<file path="config.mk">
export PLATFORM = sky130hd
export DESIGN_NAME = switch_scan_sequencer
export DESIGN_NICKNAME = d
export VERILOG_FILES = /design/src/rtl/switch_led_pkg.sv /design/src/rtl/sw_debounce.sv /design/src/rtl/switch_scan_sequencer.sv
export SDC_FILE = /design/constraint.sdc
export NUM_CORES = 1
export LEC_CHECK = 0
export BUFFER_PORTS_ARGS = -buffer_cell sky130_fd_sc_hd__clkbuf_2
export CAP_MARGIN = 20
export CORE_UTILIZATION = 35
export CTS_BUF_LIST = sky130_fd_sc_hd__clkbuf_4 sky130_fd_sc_hd__clkbuf_8
export CTS_CLUSTER_SIZE = 8
export DETAILED_ROUTE_END_ITERATION = 6
export MAX_ROUTING_LAYER = met4
export REMOVE_ABC_BUFFERS = 1
export SLEW_MARGIN = 40
export SYNTH_ARGS = -nofsm -noshare
export SYNTH_HDL_FRONTEND = slang
export SYNTH_SLANG_ARGS = --single-unit
export TNS_END_PERCENT = 100
</file>
<file path="constraint.sdc">
create_clock -name clk -period 5.5 [get_ports clk]
set_input_delay 1.1 -clock clk [delete_from_list [all_inputs] [get_ports clk]]
set_output_delay 1.1 -clock clk [all_outputs]
set_load 0.01 [all_outputs]
</file>
<file path="src/rtl/switch_led_pkg.sv">
// Shared definitions for the switch-driven 3-8 decoder LED demo.
//   mode_t        : operating mode of the scan sequencer
//   SW_OFF        : level of a DIP switch in the OFF position
//   KEY_RELEASED  : level of the mode key when not pressed
//   EN_BIT/DIR_BIT/RUN_BIT : field positions inside the 4-bit switch word
package switch_led_pkg;

  typedef enum logic {
    MODE_MANUAL = 1'b0,
    MODE_AUTO   = 1'b1
  } mode_t;

  localparam logic SW_OFF       = 1'b1;
  localparam logic KEY_RELEASED = 1'b1;

  localparam int unsigned EN_BIT  = 3;
  localparam int unsigned DIR_BIT = 0;
  localparam int unsigned RUN_BIT = 1;

endpackage

</file>
<file path="src/rtl/sw_debounce.sv">
// One-bit 2-flop synchroniser followed by a stability-counter debouncer.
// Ports:
//   clk  : system clock
//   rst  : asynchronous active-high reset (output returns to the OFF/released level)
//   din  : raw asynchronous input
//   dout : debounced, synchronous copy of din
module sw_debounce
  import switch_led_pkg::*;
#(
  parameter int unsigned DEB_CNT = 500_000
) (
  input  logic clk,
  input  logic rst,
  input  logic din,
  output logic dout
);

  localparam int unsigned CNT_W = (DEB_CNT > 1) ? $clog2(DEB_CNT) : 1;

  logic             sync1;
  logic             sync2;
  logic             stable;
  logic [CNT_W-1:0] cnt;

  // Accept a new level only after it has been seen for DEB_CNT consecutive cycles.
  always_ff @(posedge clk or posedge rst) begin
    if (rst) begin
      sync1  <= SW_OFF;
      sync2  <= SW_OFF;
      stable <= SW_OFF;
      cnt    <= '0;
    end else begin
      sync1 <= din;
      sync2 <= sync1;
      if (sync2 != stable) begin
        if (cnt == CNT_W'(DEB_CNT - 1)) begin
          stable <= sync2;
          cnt    <= '0;
        end else begin
          cnt <= cnt + CNT_W'(1);
        end
      end else begin
        cnt <= '0;
      end
    end
  end

  assign dout = stable;

endmodule

</file>
<file path="src/rtl/switch_scan_sequencer.sv">
// Front stage of the 3-8 decoder LED demo: debounces the DIP switches and the
// mode key, then drives the decoder either straight from the switches (MANUAL)
// or from a free-running select counter (AUTO running light).
// Ports:
//   clk        : system clock
//   rst        : asynchronous active-high reset
//   sw_raw     : raw DIP switches {en, sel[2:0]}, ON = 0
//   key_mode_n : raw mode push-button, pressed = 0
//   dec_in     : registered {en, sel[2:0]} to the decoder
//   auto_mode  : 1 while in AUTO
//   step_pulse : one-cycle pulse on every AUTO select advance
module switch_scan_sequencer
  import switch_led_pkg::*;
#(
  parameter int unsigned DEB_CNT  = 500_000,
  parameter int unsigned STEP_DIV = 25_000_000
) (
  input  logic       clk,
  input  logic       rst,
  input  logic [3:0] sw_raw,
  input  logic       key_mode_n,
  output logic [3:0] dec_in,
  output logic       auto_mode,
  output logic       step_pulse
);

  localparam int unsigned DIV_W = (STEP_DIV > 1) ? $clog2(STEP_DIV) : 1;

  logic [3:0]       sw_db;
  logic             key_db;
  logic             key_prev;
  logic             press;

  mode_t            mode, mode_nx;
  logic [DIV_W-1:0] div_cnt, div_nx;
  logic [2:0]       scan_sel, sel_nx;
  logic [3:0]       dec_nx;
  logic             pulse_nx;
  logic             advance;
  logic             term;

  // Debounced copies of the four switches and the key.
  for (genvar i = 0; i < 4; i++) begin : g_sw_db
    sw_debounce #(.DEB_CNT(DEB_CNT)) u_sw_db (
      .clk  (clk),
      .rst  (rst),
      .din  (sw_raw[i]),
      .dout (sw_db[i])
    );
  end

  sw_debounce #(.DEB_CNT(DEB_CNT)) u_key_db (
    .clk  (clk),
    .rst  (rst),
    .din  (key_mode_n),
    .dout (key_db)
  );

  // Press = falling edge of the debounced active-low key.
  assign press   = key_prev & ~key_db;
  assign advance = sw_db[EN_BIT] & sw_db[RUN_BIT];
  assign term    = advance && (div_cnt == DIV_W'(STEP_DIV - 1));

  // State and output registers.
  always_ff @(posedge clk or posedge rst) begin
    if (rst) begin
      mode       <= MODE_MANUAL;
      key_prev   <= KEY_RELEASED;
      div_cnt    <= '0;
      scan_sel   <= '0;
      dec_in     <= '0;
      step_pulse <= 1'b0;
    end else begin
      mode       <= mode_nx;
      key_prev   <= key_db;
      div_cnt    <= div_nx;
      scan_sel   <= sel_nx;
      dec_in     <= dec_nx;
      step_pulse <= pulse_nx;
    end
  end

  // Mode FSM, step divider and scan counter; a key press overrides a coincident step.
  always_comb begin
    mode_nx  = mode;
    div_nx   = div_cnt;
    sel_nx   = scan_sel;
    pulse_nx = 1'b0;
    dec_nx   = sw_db;
    case (mode)
      MODE_MANUAL: begin
        dec_nx = sw_db;
        if (press) begin
          mode_nx = MODE_AUTO;
          sel_nx  = sw_db[2:0];
          div_nx  = '0;
        end
      end
      MODE_AUTO: begin
        dec_nx = {sw_db[EN_BIT], scan_sel};
        if (press) begin
          mode_nx = MODE_MANUAL;
          div_nx  = '0;
        end else if (term) begin
          div_nx   = '0;
          pulse_nx = 1'b1;
          sel_nx   = sw_db[DIR_BIT] ? (scan_sel + 3'd1) : (scan_sel - 3'd1);
        end else if (advance) begin
          div_nx = div_cnt + DIV_W'(1);
        end
      end
      default: mode_nx = MODE_MANUAL;
    endcase
  end

  assign auto_mode = (mode == MODE_AUTO);

endmodule

</file>
[Word level (Yosys, flattened, before mapping)]
Index checks and enable logic that the tools add are counted.
Storage, ports and cells
  bits in registers: 145
  bits in latches: 0
  input bits: 7
  word-level logic and storage cells: 88
  memories: 0
  output and inout port bits: 6
  memory bits (writable): 0
  bits in read-only memories: 0
Operators by class
  $mul: 0
  shift-type cells: 0
  add/sub/neg operators: 8
  div/mod/pow operators: 0
  equal/unequal tests: 15
  reductions and logical operators: 8
  bitwise gates (word level): 4
  mux-type cells: 27
  $lt $le $gt $ge: 0
Operator list (count)
  19-bit two-way mux: 10
  25-bit two-way mux: 4
  19-bit by 1-bit adder with 19-bit output (second input constant): 5
  19-bit equality test (second input constant): 5
  25-bit case mux with 2 select lines: 1
  25-bit by 1-bit adder with 25-bit output (second input constant): 1
  25-bit equality test (second input constant): 1
  3-bit two-way mux: 4
  2-bit AND reduction: 6
  4-bit case mux with 2 select lines: 1
  3-bit case mux with 2 select lines: 1
  1-bit two-way mux: 5
  1-bit inequality test: 5
  2-bit inequality test (second input constant): 2
  4-bit by 2-bit inequality test with 1-bit output (second input constant): 1
  3-bit by 1-bit adder with 3-bit output (second input constant): 1
  3-bit AND reduction: 1
  3-bit by 1-bit subtractor with 3-bit output (second input constant): 1
  1-bit bitwise AND: 2
  2-bit by 1-bit inequality test with 1-bit output (second input constant): 1
  1-bit inverter: 2
  1-bit case mux with 2 select lines: 1
  1-bit logical AND: 1

[Depth between registers and ports, before layout]
  word-level depth: 5
  gate-level depth with buffers: 8
  depth with buffers taken out: 7

[Hierarchy]
Synthesis repeated with hierarchy kept, for this count alone.
Unflattened totals
  cell total of the unflattened synthesis: 724
  area, all modules: 7452.1 sq um
Modules (own cells, without submodules)
  sw_debounce: cells each 103, instances 5, area an instance 1094.8 sq um, seq. area each 554.3 sq um
  switch_scan_sequencer: cells each 209, instances 1, area an instance 1978.1 sq um, seq. area each 877.1 sq um

[Worst setup path after synthesis]
No wires, ideal clock.
  kind: reg-to-reg
  start point: reg mode (netlist: auto_mode)
  end point: reg div_cnt[16]
  period minus slack after synthesis: 2.104 ns
  library setup time: 0.083 ns
  setup slack: 3.396 ns
  data arrival time: 2.021 ns
  data required time: 5.417 ns
  stages on the path, launching flop included: 8
  path buffers: 2
  cells stage by stage: dfrtp_1 > buf_1 > inv_1 > ha_1 > or2_1 > buf_2 > or4_1 > o21ai_0
Between the ends
  word-level cells in the longest chain between the ends: 3
  elaborated cells on any way between the ends: 5
  those cells by class: eq/ne (2); mux (1); bitwise (1); reduce/logical (1)
Ends and longest elaborated chain
  from (decl): RTL line switch_scan_sequencer.sv:34  | mode_t mode, mode_nx;
  from (signal assigned): RTL line switch_scan_sequencer.sv:74  | mode <= mode_nx;
  1-bit inverter
  2-bit inequality test (no line)
  2-bit AND reduction (no line)
  to (signal assigned): RTL line switch_scan_sequencer.sv:76  | div_cnt <= div_nx;
  to (decl): RTL line switch_scan_sequencer.sv:35  | logic [DIV_W-1:0] div_cnt, div_nx;
Parallel ways exist; a longest one is shown, timed or not.
A chain may end at the register's enable or synchronous reset.

[Final worst setup path]
  start point: reg mode (netlist: auto_mode)
  end point: out auto_mode
RTL lines
  to (decl): RTL line switch_scan_sequencer.sv:23  | output logic auto_mode,
No word-level cell between the ends.

==> results.json <==
{
  "run_status": "finished clean",
  "synth-seq-cells": 145,
  "grt_max_degree": 107,
  "postLayoutCoreUtil": 0.397,
  "finalSetupTns_ns": 0,
  "die_h_um": 144,
  "routed_wl_mm": 12.5,
  "clkTransAtPathRegs_ns": 0.08,
  "fin_crit_sh": 0.439,
  "finalNetCount": 730,
  "dpl_worst_slack_ns": 3.16,
  "critPathRequiredTime_ns": 4.40,
  "critPathKind": "flop to output port",
  "finalPower_mw": 2.01,
  "worstMarginPinSlew_ns": 0.745,
  "swShare": 0.239,
  "yosysMostFrequentCell": "dfrtp_1",
  "pwr-share-clk": 0.430,
  "endpoint": "auto_mode",
  "place_hpwl_mm": 8.09,
  "worst_path_max_delay_cell": "dfrtp_1",
  "rrSetupSlack_ns": 3.22,
  "htreeDepth": 4,
  "path_depth": 1,
  "r2r-end": "div_cnt[11]",
  "remaining_drc_errors": 0,
  "clkSinkCount": 145,
  "syn-mean-instance-area_um2": 10.1,
  "postRouteAntennaNets": 0,
  "r2r_start": "u_key_db.dout",
  "core_area_mm2": 0.0196,
  "p_per_area_mw_per_mm2": 259,
  "grt_pass1_vias": 4650,
  "slowest_delay_ns": 0.64,
  "cts_buffers": 17,
  "crit_fanout": 16,
  "hold_viol_final": 0,
  "relSlewSlack": 0.504,
  "p_seq_frac": 0.542,
  "synth_top_area_share": 0.457,
  "yosys-top-cells-count": "129 x dfrtp_1, 128 x nor2_1, 51 x xor2_1",
  "initial_core_util": 0.360,
  "ctsResizeCount": 0,
  "io_buffers": 12,
  "cts_tree": "done",
  "grt_pass1_wl_mm": 22.1,
  "dieArea_mm2": 0.0207,
  "fin_ws_ns": 3.09,
  "fillCellCount": 1954,
  "internal_power_mw": 1.53,
  "power_switching_mw": 0.481,
  "cts_root_buffer": "clkbuf_8",
  "min_path_type": "flop to flop",
  "crit_start": "auto_mode",
  "cp_top_family": "flip-flops",
  "post_cts_buffers": 0,
  "synth_cell_type_count": 53,
  "cts.path.max_buffers": 2,
  "worst_setup_path_end_kind": "output port",
  "grt_overflow": 0,
  "synth.largest_area_cell": "dfrtp_1",
  "hold_buffers": 0,
  "yosys_warnings": 0,
  "io_pins": 13,
  "synth_ff_type": "dfrtp_1",
  "crit_chain": "clkbuf_2",
  "drv_slew": 0,
  "synth_enable_flop_cells": 0,
  "setup_viol_count_final": 0,
  "fmax_ghz": 0.414,
  "drt_iter0_drc": 223,
  "synth-async-reset-ratio": 1.00,
  "ys_top_cells_by_area": "dfrtp_1 46%, nor2_1 6.8%, xor2_1 6.3%",
  "critPathBufInv": 1,
  "insertion_delay_ns": 0.45,
  "wl_per_cell_um": 12.6,
  "placed_area_mm2": 0.00734,
  "viasPerCell": 4.86,
  "track_usage": 0.139,
  "vdd_drop_max_uv": 141,
  "rsz0062_at_grt": "false",
  "netlist_instances": 700,
  "power_frac_comb": 0.028,
  "arrival_ns": 1.31,
  "p_leak_nw": 3.27,
  "fin_crit_ns": 2.42,
  "netlist_area_mm2": 0.00706,
  "fin_area_mm2": 0.00778,
  "fin_skew_ns": 0.00971,
  "yosysSeqAreaShare": 0.517,
  "die_x_um": 144,
  "syn_to_final_growth_pct": 10.2,
  "gp_congestion": 0.803,
  "cp-start-kind": "flop",
  "vias": 4813,
  "drt_pass1_iterations": 4,
  "drv_cap": 0,
  "antenna_found_initial": 0,
  "reg2reg_depth": 6,
  "insertedDiodeCount": 0,
  "row_count": 51,
  "drive_gt1_frac": 0.112
}
[worst min path at each step]
stage / to / start / slack [ns] / cells past startpoint
5_1_grt: g_sw_db[3].u_sw_db.sync2 / g_sw_db[3].u_sw_db.sync1 / 0.35 / 0
3_5_place_dp: g_sw_db[3].u_sw_db.sync2 / g_sw_db[3].u_sw_db.sync1 / 0.35 / 0
2_1_floorplan: g_sw_db[0].u_sw_db.sync2 / g_sw_db[0].u_sw_db.sync1 / 0.35 / 0
6_report: g_sw_db[2].u_sw_db.sync2 / g_sw_db[2].u_sw_db.sync1 / 0.36 / 0
4_1_cts: g_sw_db[2].u_sw_db.sync2 / g_sw_db[2].u_sw_db.sync1 / 0.36 / 0
3_3_place_gp: g_sw_db[3].u_sw_db.sync2 / g_sw_db[3].u_sw_db.sync1 / 0.35 / 0
[power by group through the flow]
stage | logic [mW] | registers (mW) | clock network (mW)
floorplan | 0.0397 | 1.11 | 0
global placement | 0.0557 | 1.11 | 0
detailed placement | 0.0561 | 1.11 | 0
CTS | 0.0563 | 1.09 | 0.896
global route | 0.0670 | 1.09 | 0.943
finish | 0.0556 | 1.09 | 0.865
[stage by stage]
step,hold slack (ns),std cells
2_1_floorplan,0.345,680
3_3_place_gp,0.346,958
3_5_place_dp,0.347,958
4_1_cts,0.361,990
5_1_grt,0.355,991
6_report,0.362,991
[layout make-up]
type                            instances  area [um2]  share of cell area
Multi-Input combinational cell        512        3200               0.411
Clock buffer                           19         262              0.0336
Timing Repair Buffer                   14        95.1              0.0122
Clock inverter                         13         151              0.0195
Inverter                               23        93.8              0.0121
Tap cell                              265         332              0.0426
Sequential cell                       145        3650               0.469
[placed cells by master (no fill, tap or decap), types with 18 or more instances in the layout]
cell	Yosys	final
and3_1	18	18
nand2_1	46	46
clkbuf_8	0	19
xor2_1	51	51
nand3_1	41	41
nor2_1	128	128
nand4_1	27	27
and4_1	21	21
dfrtp_1	129	129
xnor2_1	47	47
inv_1	23	22
[sequential cells by signal, summed over array words and instances (netlist names)]
signal	flops
div_cnt	25
g_sw_db.u_sw_db.sync2	4
g_sw_db.u_sw_db.dout	4
key_prev	1
dec_in	4
u_key_db.dout	1
u_key_db.cnt	19
scan_sel	3
g_sw_db.u_sw_db.cnt	76
auto_mode	1
step_pulse	1
u_key_db.sync2	1
u_key_db.sync1	1
g_sw_db.u_sw_db.sync1	4
[routing by layer]
layer	GRT usage	up-vias	wire length, um
met3	0.0311	18	279
met4	0.0566	0	164
met2	0.202	41	5670
met5	-	-	0
met1	0.188	2330	6390
li1	-	2424	-
[cell families (layout without fill, tap and decap cells)]
logic type | count (synthesis) | in the layout | synth area share
AO/OA/AOI/OAI | 47 | 47 | 0.0427
XOR/XNOR | 98 | 98 | 0.122
adder cells (fa/ha/maj) | 10 | 10 | 0.0188
buffers and inverters | 43 | 69 | 0.0305
flip-flops | 145 | 145 | 0.517
multiplexers | 6 | 6 | 0.00957
AND/OR/NAND/NOR | 351 | 351 | 0.260
(Power assumes the default switching activity.)
